--- config.mk ---
export PLATFORM = sky130hd
export DESIGN_NAME = lsq_issue_arbiter_flat
export DESIGN_NICKNAME = d
export VERILOG_FILES = /design/src/rtl/lsq_issue_arbiter_pkg.sv /design/src/rtl/lsq_issue_arbiter_if.sv /design/src/rtl/lsq_issue_arbiter.sv /design/src/flat_wrapper.sv
export SDC_FILE = /design/constraint.sdc
export NUM_CORES = 1
export LEC_CHECK = 0
export ABC_AREA = 1
export CAP_MARGIN = 30
export CORE_MARGIN = 2
export CORE_UTILIZATION = 43
export CTS_CLUSTER_DIAMETER = 80
export CTS_CLUSTER_SIZE = 8
export DETAILED_ROUTE_END_ITERATION = 7
export HOLD_SLACK_MARGIN = 0.02
export PLACE_DENSITY = 0.76
export SYNTH_ARGS = -nofsm -noshare
export SYNTH_HDL_FRONTEND = slang
export SYNTH_SLANG_ARGS = --single-unit
--- constraint.sdc ---
create_clock -name clk -period 1.9 [get_ports clk]
set_input_delay 0.285 -clock clk [delete_from_list [all_inputs] [get_ports clk]]
set_output_delay 0.285 -clock clk [all_outputs]
set_load 0.005 [all_outputs]
--- src/rtl/lsq_issue_arbiter_pkg.sv ---
// Shared types for the load/store-queue issue arbiter.
//   lsq_arb_state_t : arbiter state (NORMAL / STORE_PRIO / DRAIN; encoding 3 unused)
//   elig_t          : per-cycle eligibility of the load, store and fused heads
//   issue_sel_t     : one-hot issue selection
//   pick()          : state-dependent priority pick
package lsq_issue_arbiter_pkg;

  localparam int DEF_STARVE_LIMIT = 8;
  localparam int DEF_CNT_W        = 4;

  typedef enum logic [1:0] {
    ARB_NORMAL     = 2'd0,
    ARB_STORE_PRIO = 2'd1,
    ARB_DRAIN      = 2'd2,
    ARB_RSVD       = 2'd3
  } lsq_arb_state_t;

  typedef struct packed {
    logic load_ok;
    logic store_ok;
    logic fused_ok;
  } elig_t;

  typedef struct packed {
    logic load;
    logic store;
    logic fused;
  } issue_sel_t;

  // A fused pair always wins: it retires one head from each queue at once.
  // The unused encoding selects as NORMAL while it recovers.
  function automatic issue_sel_t pick(input lsq_arb_state_t st, input elig_t e);
    issue_sel_t s;
    s = '0;
    if (e.fused_ok) begin
      s.fused = 1'b1;
    end else begin
      case (st)
        ARB_STORE_PRIO: begin
          if (e.store_ok)     s.store = 1'b1;
          else if (e.load_ok) s.load  = 1'b1;
        end
        ARB_DRAIN: begin
          s.store = e.store_ok;
        end
        default: begin
          if (e.load_ok)       s.load  = 1'b1;
          else if (e.store_ok) s.store = 1'b1;
        end
      endcase
    end
    return s;
  endfunction

endpackage

--- src/rtl/lsq_issue_arbiter_if.sv ---
// Handshake bundle between the load/store queues, the LSU and the issue arbiter.
//   queue status : lq_valid/lq_conflict/lq_paired, sq_valid/sq_paired/sq_full/sq_empty
//   control      : memq_flush, fence_req (level, held until fence_done), issue_ready
//   results      : issue_valid, sel_load/sel_store/sel_fused, lq_pop/sq_pop,
//                  fence_done, arb_state
// modport master : queue/LSU side (drives status, observes results)
// modport slave  : arbiter side
interface lsq_issue_arbiter_if;

  logic       memq_flush;
  logic       lq_valid;
  logic       lq_conflict;
  logic       lq_paired;
  logic       sq_valid;
  logic       sq_paired;
  logic       sq_full;
  logic       sq_empty;
  logic       fence_req;
  logic       issue_ready;

  logic       issue_valid;
  logic       sel_load;
  logic       sel_store;
  logic       sel_fused;
  logic       lq_pop;
  logic       sq_pop;
  logic       fence_done;
  logic [1:0] arb_state;

  modport master (
    output memq_flush, lq_valid, lq_conflict, lq_paired,
           sq_valid, sq_paired, sq_full, sq_empty, fence_req, issue_ready,
    input  issue_valid, sel_load, sel_store, sel_fused,
           lq_pop, sq_pop, fence_done, arb_state
  );

  modport slave (
    input  memq_flush, lq_valid, lq_conflict, lq_paired,
           sq_valid, sq_paired, sq_full, sq_empty, fence_req, issue_ready,
    output issue_valid, sel_load, sel_store, sel_fused,
           lq_pop, sq_pop, fence_done, arb_state
  );

endinterface

--- src/rtl/lsq_issue_arbiter.sv ---
// Issue arbiter between the load-queue head and the store-queue head.
// Selection is purely combinational from the current state and queue status;
// only the state and the store-starvation counter are registered.
//   clk  : sole clock, rising edge
//   rst  : asynchronous, active-low reset
//   bus  : lsq_issue_arbiter_if.slave (queue status in, selection/pops/trace out)
// Parameters:
//   STARVE_LIMIT : loads an eligible store may lose to before store priority
//   CNT_W        : starvation counter width, STARVE_LIMIT < 2**CNT_W
module lsq_issue_arbiter
  import lsq_issue_arbiter_pkg::*;
#(
  parameter int STARVE_LIMIT = DEF_STARVE_LIMIT,
  parameter int CNT_W        = DEF_CNT_W
) (
  input  logic                clk,
  input  logic                rst,
  lsq_issue_arbiter_if.slave  bus
);

  localparam logic [CNT_W-1:0] LIMIT = CNT_W'(STARVE_LIMIT);

  lsq_arb_state_t   state_q, state_d;
  logic [CNT_W-1:0] cnt_q, cnt_d;
  elig_t            elig;
  issue_sel_t       sel;
  logic             lq_pop, sq_pop, fence_done;

  always_comb begin
    elig.load_ok  = bus.lq_valid & ~bus.lq_conflict & ~bus.lq_paired;
    elig.store_ok = bus.sq_valid & ~bus.sq_paired;
    elig.fused_ok = bus.lq_valid & bus.lq_paired & bus.sq_valid & bus.sq_paired;
  end

  // State register
  // NOTE: registers use non-blocking assignments so every flop samples pre-edge values.
  always_ff @(posedge clk or negedge rst) begin
    if (!rst) begin
      state_q <= ARB_NORMAL;
      cnt_q   <= '0;
    end else begin
      state_q <= state_d;
      cnt_q   <= cnt_d;
    end
  end

  // Output logic: selection, pops and drain completion
  always_comb begin
    sel        = pick(state_q, elig);
    lq_pop     = bus.issue_ready & (sel.load  | sel.fused);
    sq_pop     = bus.issue_ready & (sel.store | sel.fused);
    // A flush aborts the drain, so completion is never reported under it.
    fence_done = (state_q == ARB_DRAIN) & bus.sq_empty & ~sq_pop & ~bus.memq_flush;
  end

  // Starvation counter: counts loads that beat a ready store, saturating.
  always_comb begin
    // NOTE: default assignment first keeps every comb block free of inferred latches.
    cnt_d = cnt_q;
    if (bus.memq_flush || sq_pop) begin
      cnt_d = '0;
    end else if (elig.store_ok && sel.load && bus.issue_ready && cnt_q != LIMIT) begin
      cnt_d = cnt_q + CNT_W'(1);
    end
  end

  // Next-state logic. The starvation check looks at the updated count so the
  // store wins on the very cycle after its LIMIT-th loss.
  always_comb begin
    state_d = state_q;
    if (bus.memq_flush) begin
      state_d = ARB_NORMAL;
    end else if (bus.fence_req && state_q != ARB_DRAIN) begin
      state_d = ARB_DRAIN;
    end else begin
      case (state_q)
        ARB_NORMAL: begin
          if (cnt_d == LIMIT || (bus.sq_full && elig.store_ok)) state_d = ARB_STORE_PRIO;
        end
        ARB_STORE_PRIO: begin
          if (sq_pop) state_d = ARB_NORMAL;
        end
        ARB_DRAIN: begin
          if (bus.sq_empty && !sq_pop) state_d = ARB_NORMAL;
        end
        default: state_d = ARB_NORMAL;
      endcase
    end
  end

  assign bus.issue_valid = sel.load | sel.store | sel.fused;
  assign bus.sel_load    = sel.load;
  assign bus.sel_store   = sel.store;
  assign bus.sel_fused   = sel.fused;
  assign bus.lq_pop      = lq_pop;
  assign bus.sq_pop      = sq_pop;
  assign bus.fence_done  = fence_done;
  assign bus.arb_state   = state_q;

endmodule

--- src/flat_wrapper.sv ---
// flat-port wrapper written by rule: the top's interface ports become plain ports
module lsq_issue_arbiter_flat import lsq_issue_arbiter_pkg::*;
#(
  parameter int STARVE_LIMIT = DEF_STARVE_LIMIT,
  parameter int CNT_W        = DEF_CNT_W
)
  (clk, rst, bus_memq_flush, bus_lq_valid, bus_lq_conflict, bus_lq_paired, bus_sq_valid, bus_sq_paired, bus_sq_full, bus_sq_empty, bus_fence_req, bus_issue_ready, bus_issue_valid, bus_sel_load, bus_sel_store, bus_sel_fused, bus_lq_pop, bus_sq_pop, bus_fence_done, bus_arb_state);
  lsq_issue_arbiter_if bus_i ();
  input  logic clk;
  input  logic rst;
  input wire logic [$bits(bus_i.memq_flush)-1:0] bus_memq_flush;
  input wire logic [$bits(bus_i.lq_valid)-1:0] bus_lq_valid;
  input wire logic [$bits(bus_i.lq_conflict)-1:0] bus_lq_conflict;
  input wire logic [$bits(bus_i.lq_paired)-1:0] bus_lq_paired;
  input wire logic [$bits(bus_i.sq_valid)-1:0] bus_sq_valid;
  input wire logic [$bits(bus_i.sq_paired)-1:0] bus_sq_paired;
  input wire logic [$bits(bus_i.sq_full)-1:0] bus_sq_full;
  input wire logic [$bits(bus_i.sq_empty)-1:0] bus_sq_empty;
  input wire logic [$bits(bus_i.fence_req)-1:0] bus_fence_req;
  input wire logic [$bits(bus_i.issue_ready)-1:0] bus_issue_ready;
  output wire logic [$bits(bus_i.issue_valid)-1:0] bus_issue_valid;
  output wire logic [$bits(bus_i.sel_load)-1:0] bus_sel_load;
  output wire logic [$bits(bus_i.sel_store)-1:0] bus_sel_store;
  output wire logic [$bits(bus_i.sel_fused)-1:0] bus_sel_fused;
  output wire logic [$bits(bus_i.lq_pop)-1:0] bus_lq_pop;
  output wire logic [$bits(bus_i.sq_pop)-1:0] bus_sq_pop;
  output wire logic [$bits(bus_i.fence_done)-1:0] bus_fence_done;
  output wire logic [$bits(bus_i.arb_state)-1:0] bus_arb_state;
  assign bus_i.memq_flush = bus_memq_flush;
  assign bus_i.lq_valid = bus_lq_valid;
  assign bus_i.lq_conflict = bus_lq_conflict;
  assign bus_i.lq_paired = bus_lq_paired;
  assign bus_i.sq_valid = bus_sq_valid;
  assign bus_i.sq_paired = bus_sq_paired;
  assign bus_i.sq_full = bus_sq_full;
  assign bus_i.sq_empty = bus_sq_empty;
  assign bus_i.fence_req = bus_fence_req;
  assign bus_i.issue_ready = bus_issue_ready;
  assign bus_issue_valid = bus_i.issue_valid;
  assign bus_sel_load = bus_i.sel_load;
  assign bus_sel_store = bus_i.sel_store;
  assign bus_sel_fused = bus_i.sel_fused;
  assign bus_lq_pop = bus_i.lq_pop;
  assign bus_sq_pop = bus_i.sq_pop;
  assign bus_fence_done = bus_i.fence_done;
  assign bus_arb_state = bus_i.arb_state;
  lsq_issue_arbiter #(.STARVE_LIMIT(STARVE_LIMIT), .CNT_W(CNT_W)) u_core (.clk(clk), .rst(rst), .bus(bus_i));
endmodule
## Yosys cells after proc, flatten, opt, wreduce, memory -nomap -nowiden

Index checks and enable logic that the tools add are counted.

- Input bits: 12
- Memory bits (writable): 0
- Latch bits: 0
- Word-level logic and storage cells: 58
- Bits in registers: 6
- Bits in read-only memories: 0
- Output and inout port bits: 9
- Memories: 0

- Shift operators: 0
- $add $sub $neg: 1
- Divide/modulo/power cells: 0
- Reductions and logical operators: 11
- Magnitude comparators: 0
- Mux-type cells: 16
- Multipliers: 0
- Bitwise logic cells: 20
- Equality and inequality tests: 8

Operators with widths:

| kind | number |
|---|---|
| 2-bit two-way mux | 6 |
| 1-bit bitwise AND | 11 |
| 4-bit two-way mux | 2 |
| 4-bit by 2-bit inequality test with 1-bit output, second input constant | 2 |
| 4-bit inequality test, second input constant | 2 |
| 1-bit logical AND | 6 |
| 2-bit one-hot mux with 3 select lines | 1 |
| 1-bit two-way mux | 5 |
| 1-bit inverter | 5 |
| 4-bit by 1-bit adder with 4-bit output, second input constant | 1 |
| 4-bit equality test, second input constant | 1 |
| 1-bit OR | 4 |
| 1-bit one-hot mux with 2 select lines | 2 |
| 3-bit AND reduction | 1 |
| 2-bit by 1-bit equality test with 1-bit output, second input constant | 1 |
| 2-bit equality test, second input constant | 1 |
| 2-bit zero test | 1 |
| 1-bit logical OR | 2 |
| 2-bit inequality test, second input constant | 1 |
| 1-bit zero test | 1 |

## Logic depth before layout (Yosys ltp)

- Depth in word-level cells: 18
- Gate-level depth with buffers: 15
- Gate-level depth less buffers: 15

## Worst setup path before layout

No wires, ideal clock.

- Path kind: reg-to-reg
- Start: reg u_core.state_q[0] (netlist: u_core.bus.arb_state[0])
- End: reg u_core.state_q[1] (netlist: u_core.bus.arb_state[1])
- Clock period less this slack: 1764 ps
- Cell stages (with the launch flop): 15
- Library setup time: 117 ps
- Buffers on the path: 0
- Arrival: 1647 ps
- Data required time: 1783 ps
- Setup slack: 136 ps
- Path through: dfrtp_1 -> inv_1 -> ha_1 -> inv_1 -> nand4_1 -> nand2_1 -> nand2_1 -> nand2_2 -> nand2_2 -> nor2_4 -> nand3_2 -> nand2_2 -> nand2_2 -> nand2_1 -> nand2_1

- Longest elaborated chain between the ends: 12
- Elaborated cells between the ends (all ways): 27
- Those cells by class: eq/ne: 7; mux: 8; bitwise: 2; reduce/logical: 10

RTL lines:

| item | line | RTL |
|---|---|---|
| start: declaration | lsq_issue_arbiter.sv:23 | `lsq_arb_state_t state_q, state_d;` |
| start signal: assignment | lsq_issue_arbiter.sv:42 | `state_q <= state_d;` |
| 2-bit equality test or 2-bit by 1-bit equality test with 1-bit output (tied branches) | lsq_issue_arbiter_pkg.sv:38 | `case (st)` |
| 1-bit one-hot mux with 2 select lines | lsq_issue_arbiter_pkg.sv:38 |  |
| 2-bit two-way mux (*) | lsq_issue_arbiter_pkg.sv:35 | `if (e.fused_ok) begin` |
| 1-bit logical AND (3 in a row) | lsq_issue_arbiter.sv:62 | `end else if (elig.store_ok && sel.load && bus.issue_ready && cnt_q != LIMIT) begin` |
| 4-bit two-way mux | lsq_issue_arbiter.sv:62 |  |
| 4-bit two-way mux (*) | lsq_issue_arbiter.sv:60 | `if (bus.memq_flush \|\| sq_pop) begin` |
| net u_core.cnt_d[3] | lsq_issue_arbiter.sv:24 | `logic [CNT_W-1:0] cnt_q, cnt_d;` |
| 4-bit equality test (*) | lsq_issue_arbiter.sv:78 | `if (cnt_d == LIMIT \|\| (bus.sq_full && elig.store_ok)) state_d = ARB_STORE_PRIO;` |
| 1-bit logical OR (*) | lsq_issue_arbiter.sv:78 |  |
| 4-bit by 2-bit inequality test with 1-bit output (no source line) (*) | -- |  |
| 3-bit AND reduction (no source line) (*) | -- |  |

The timed path passes the listed nets; every way through them passes the cells marked *.
A chain may end at the register's enable or synchronous reset.

## Worst setup path after layout

- Start: reg u_core.state_q[0] (netlist: u_core.bus.arb_state[0])
- End: reg u_core.state_q[0] (netlist: u_core.bus.arb_state[0])

- Longest elaborated chain between the ends: 12
- Elaborated cells between the ends (all ways): 27
- Those cells by class: eq/ne: 7; mux: 8; bitwise: 2; reduce/logical: 10

RTL lines:

| item | line |
|---|---|
| 2-bit equality test or 2-bit by 1-bit equality test with 1-bit output (tied branches) | lsq_issue_arbiter_pkg.sv:38, lsq_issue_arbiter.sv:76 |
| 1-bit one-hot mux with 2 select lines | lsq_issue_arbiter_pkg.sv:38 |
| 2-bit two-way mux | lsq_issue_arbiter_pkg.sv:35 |
| 1-bit logical AND (3 in a row) | lsq_issue_arbiter.sv:62 |
| 4-bit two-way mux | lsq_issue_arbiter.sv:62 |
| 4-bit two-way mux | lsq_issue_arbiter.sv:60 |
| 4-bit equality test | lsq_issue_arbiter.sv:78 |
| 1-bit logical OR | lsq_issue_arbiter.sv:78 |
| 4-bit by 2-bit inequality test with 1-bit output (no source line) | -- |
| 3-bit AND reduction (no source line) | -- |

Parallel ways exist; a longest one is shown, timed or not.

==> impl_metrics.yaml <==
status:
  status: "complete, no violations"
placement:
  gp_congestion: 0.774
  io_buffers: 20
  preCtsSetupSlack_ps: -236
  dpl.hpwl_um: 1230
  placed_cells_incl_taps: 137
synthesis:
  synth.cell_area_um2: 616
  ys.flop_type: "dfrtp_1"
  synth_nets: 108
  yosys_warnings: 0
  synth_edf_count: 0
  yosysMostFrequentCell: "inv_1"
  synth_area_per_cell_um2: 6.84
  ys_top_cells_by_area: "dfrtp_1, ha_1, inv_1"
  synth_cell_types: 20
  yosysTopAreaCell: "dfrtp_1"
  synth_top_area_share_pct: 24.4
  seq_area_frac_synth_pct: 24.4
  ys_seq_elements: 6
  netlist_instances: 90
  synth_common_cells: "inv_1, nand2_1, nand3_1"
  async_flop_share_pct: 100
setup_path:
  cp_top_family: "simple AND/OR/NAND/NOR gates"
  cp.required_ps: 2030
  cpMaxStageDelayCell: "dfrtp_1"
  cp_cell_sequence: "inv_2, ha_4, buf_6, a21oi_4, buf_6, nand2_4, nand2_4, nand2_2, nor2_4, nand3_2, nand2_2, nand2_2, nand2_1, nand2_1"
  crit_buf_inv: 3
  slowest_delay_ps: 390
  timing.critical_path.mode_cell: "nand2_2"
  start_kind: "flip-flop"
  crit_start: "u_core.bus.arb_state[0]"
  crit-reg2reg-launch: "u_core.bus.arb_state[0]"
  worstPathArrival_ps: 2000
  end_kind: "flip-flop"
  worstPathMaxFanout: 4
  path_class: "flip-flop to flip-flop"
  cp.depth: 14
  worst_r2r_path_depth: 14
cells_and_area:
  insertedDiodeCount: 0
  seq_area_um2: 150
  layoutNonFillerInstCount: 147
  multi_input_area_um2: 447
  n_fill_cell: 82
  syn_to_final_growth_pct: 74.4
  drive_gt1_share_pct: 45.5
  nNetsFinal: 152
run:
  maxCapViolations: 0
sta:
  setup_violations: 0
  rsz0062_at_grt: "yes"
  hold_violations: 0
  max_freq_mhz: 534
  slew_headroom_pct: 82.2
  period_minus_slack_ps: 1870
  drv_slew: 0
  worst_pin_slew_ps: 265
  worst_slack_ps: 26.8
  post-route-period-util_pct: 98.6
  skew_ps: 2.87
  tns_ps: 0
  holdWs_ps: 283
clock_network:
  holdBufCountCts: 0
  cts_tree: "done"
  clock_sinks: 6
  clockRootBuffer: "clkbuf_4"
  clk_pin_slew_ps: 50
  clockBufferDepth: 2
  clkLatencyLatePin_ps: 240
  h-tree-depth: 1
  cts_buffers: 3
drt:
  avgRoutedWirePerCell_um: 11.8
  ant_nets: 0
  routed_wl_um: 1740
  vias_per_cell: 4.82
  drtPass1Iterations: 4
  drc: 0
  dr.first_iter.drc_count: 7
  num_vias: 709
floorplan:
  io_pins: 21
  die_y_um: 41.8
  dieWidth_um: 41.8
  die-area_um2: 1750
  fp.coreArea_um2: 1320
  rows: 13
  start_util_pct: 46.7
global_route:
  grt_pass1_vias: 749
  grt.overflow.total: 0
  grt_max_degree: 7
  grt_util_all_layers_pct: 20.6
  grt_pass1_wl_um: 2880
  antenna_found_initial: 0
power:
  power.ir.vdd_worst_mv: 0.416
  leakagePower_nw: 0.593
  power.density_nw_per_um2: 592
min_path:
  hp-class: "input port to asynchronous set/reset pin"
## area by class of cell
type | count | share of cell area [%]
Timing Repair Buffer | 39 | 32.5
Sequential cell | 6 | 14.0
Multi-Input combinational cell | 61 | 41.6
Clock buffer | 3 | 2.10
Tap cell | 15 | 1.75
Inverter | 23 | 8.04
## what timing repair did
item,CTS,global route
buffers inserted,8,1
pin swaps,6,12
gates resized for setup,25,22
setup endpoints to repair,8,7
## flip-flops by register name (all words and copies together) (netlist names)
register,count
u_core.cnt_q,4
u_core.bus.arb_state,2
## worst register-to-register path: cells and delay by family, from the launching register on
kind            cells  cell delay [ps]
simple gates        9              650
flops               1              390
buf+inv             3              350
fa+ha+maj           1              210
compound gates      1              170
## logic make-up (layout without fill, tap and decap cells)
kind of cell,Yosys count,in the layout,share of synthesized area [%]
xor gates and xnor gates,2,2,2.85
DFF,6,6,24.4
adders and majority gates,6,6,12.2
buffers and inverters,23,65,14.0
and+or+nand+nor,48,48,40.7
AOI/OAI and AO/OA,5,5,5.89
## power by group
part / leakage [nW] / internal (W) / switching, W
clock: 0.0138 / 0.0000713 / 0.0000435
sequential: 0.0822 / 0.000141 / 0.00000975
combinational: 0.497 / 0.000200 / 0.000170
## routing by layer
metal  part of all wire (%)  global-route usage, %  wire (µm)
met5                      0                      0          0
met4                      0                   7.10          0
met3                    2.0                   3.04         35
met2                     55                   38.8        958
met1                     43                   23.1        746
## metrics by stage
stage / total power [W] / instance area (µm²) / utilization [%]
final: 0.000636 / 1070 / 81.5
after global routing: 0.000683 / 1070 / 81.5
after CTS: 0.000603 / 1020 / 77.4
after detailed placement: 0.000442 / 925 / 70.2
after global placement: 0.000435 / 925 / 70.2
after floorplan: 0.000284 / 616 / -
## placed cells by master, fill, tap and decap left out, types with 2 or more instances in the layout
| cell | netlist | layout |
|---|---|---|
| ha_1 | 6 | 4 |
| xor2_1 | 2 | 2 |
| buf_2 | 0 | 2 |
| buf_4 | 0 | 15 |
| clkbuf_4 | 0 | 3 |
| nand2_2 | 8 | 14 |
| nand2_1 | 18 | 10 |
| clkdlybuf4s50_1 | 0 | 14 |
| nor2_4 | 2 | 3 |
| dfrtp_1 | 6 | 6 |
| nor2_1 | 4 | 3 |
| ha_4 | 0 | 2 |
| nand3_1 | 10 | 9 |
| buf_6 | 0 | 6 |
| nand3_2 | 1 | 2 |
| o21ai_1 | 1 | 2 |
| nand2_4 | 0 | 2 |
| nand4_1 | 2 | 2 |
| inv_2 | 3 | 8 |
| a21oi_1 | 2 | 2 |
| inv_1 | 19 | 15 |
## worst paths after layout
| kind | endpoint | slack [ps] |
|---|---|---|
| worst min-delay path | u_core.cnt_q[2] | 280 |
| min in group clk | u_core.bus.arb_state[1] | 610 |
| worst min register to register | u_core.bus.arb_state[1] | 610 |
| worst max-delay path | u_core.bus.arb_state[0] | 30 |
| worst max register to register | u_core.bus.arb_state[0] | 30 |
| max in group asynchronous | u_core.bus.arb_state[0] | 1410 |
(Power assumes the default switching activity.)
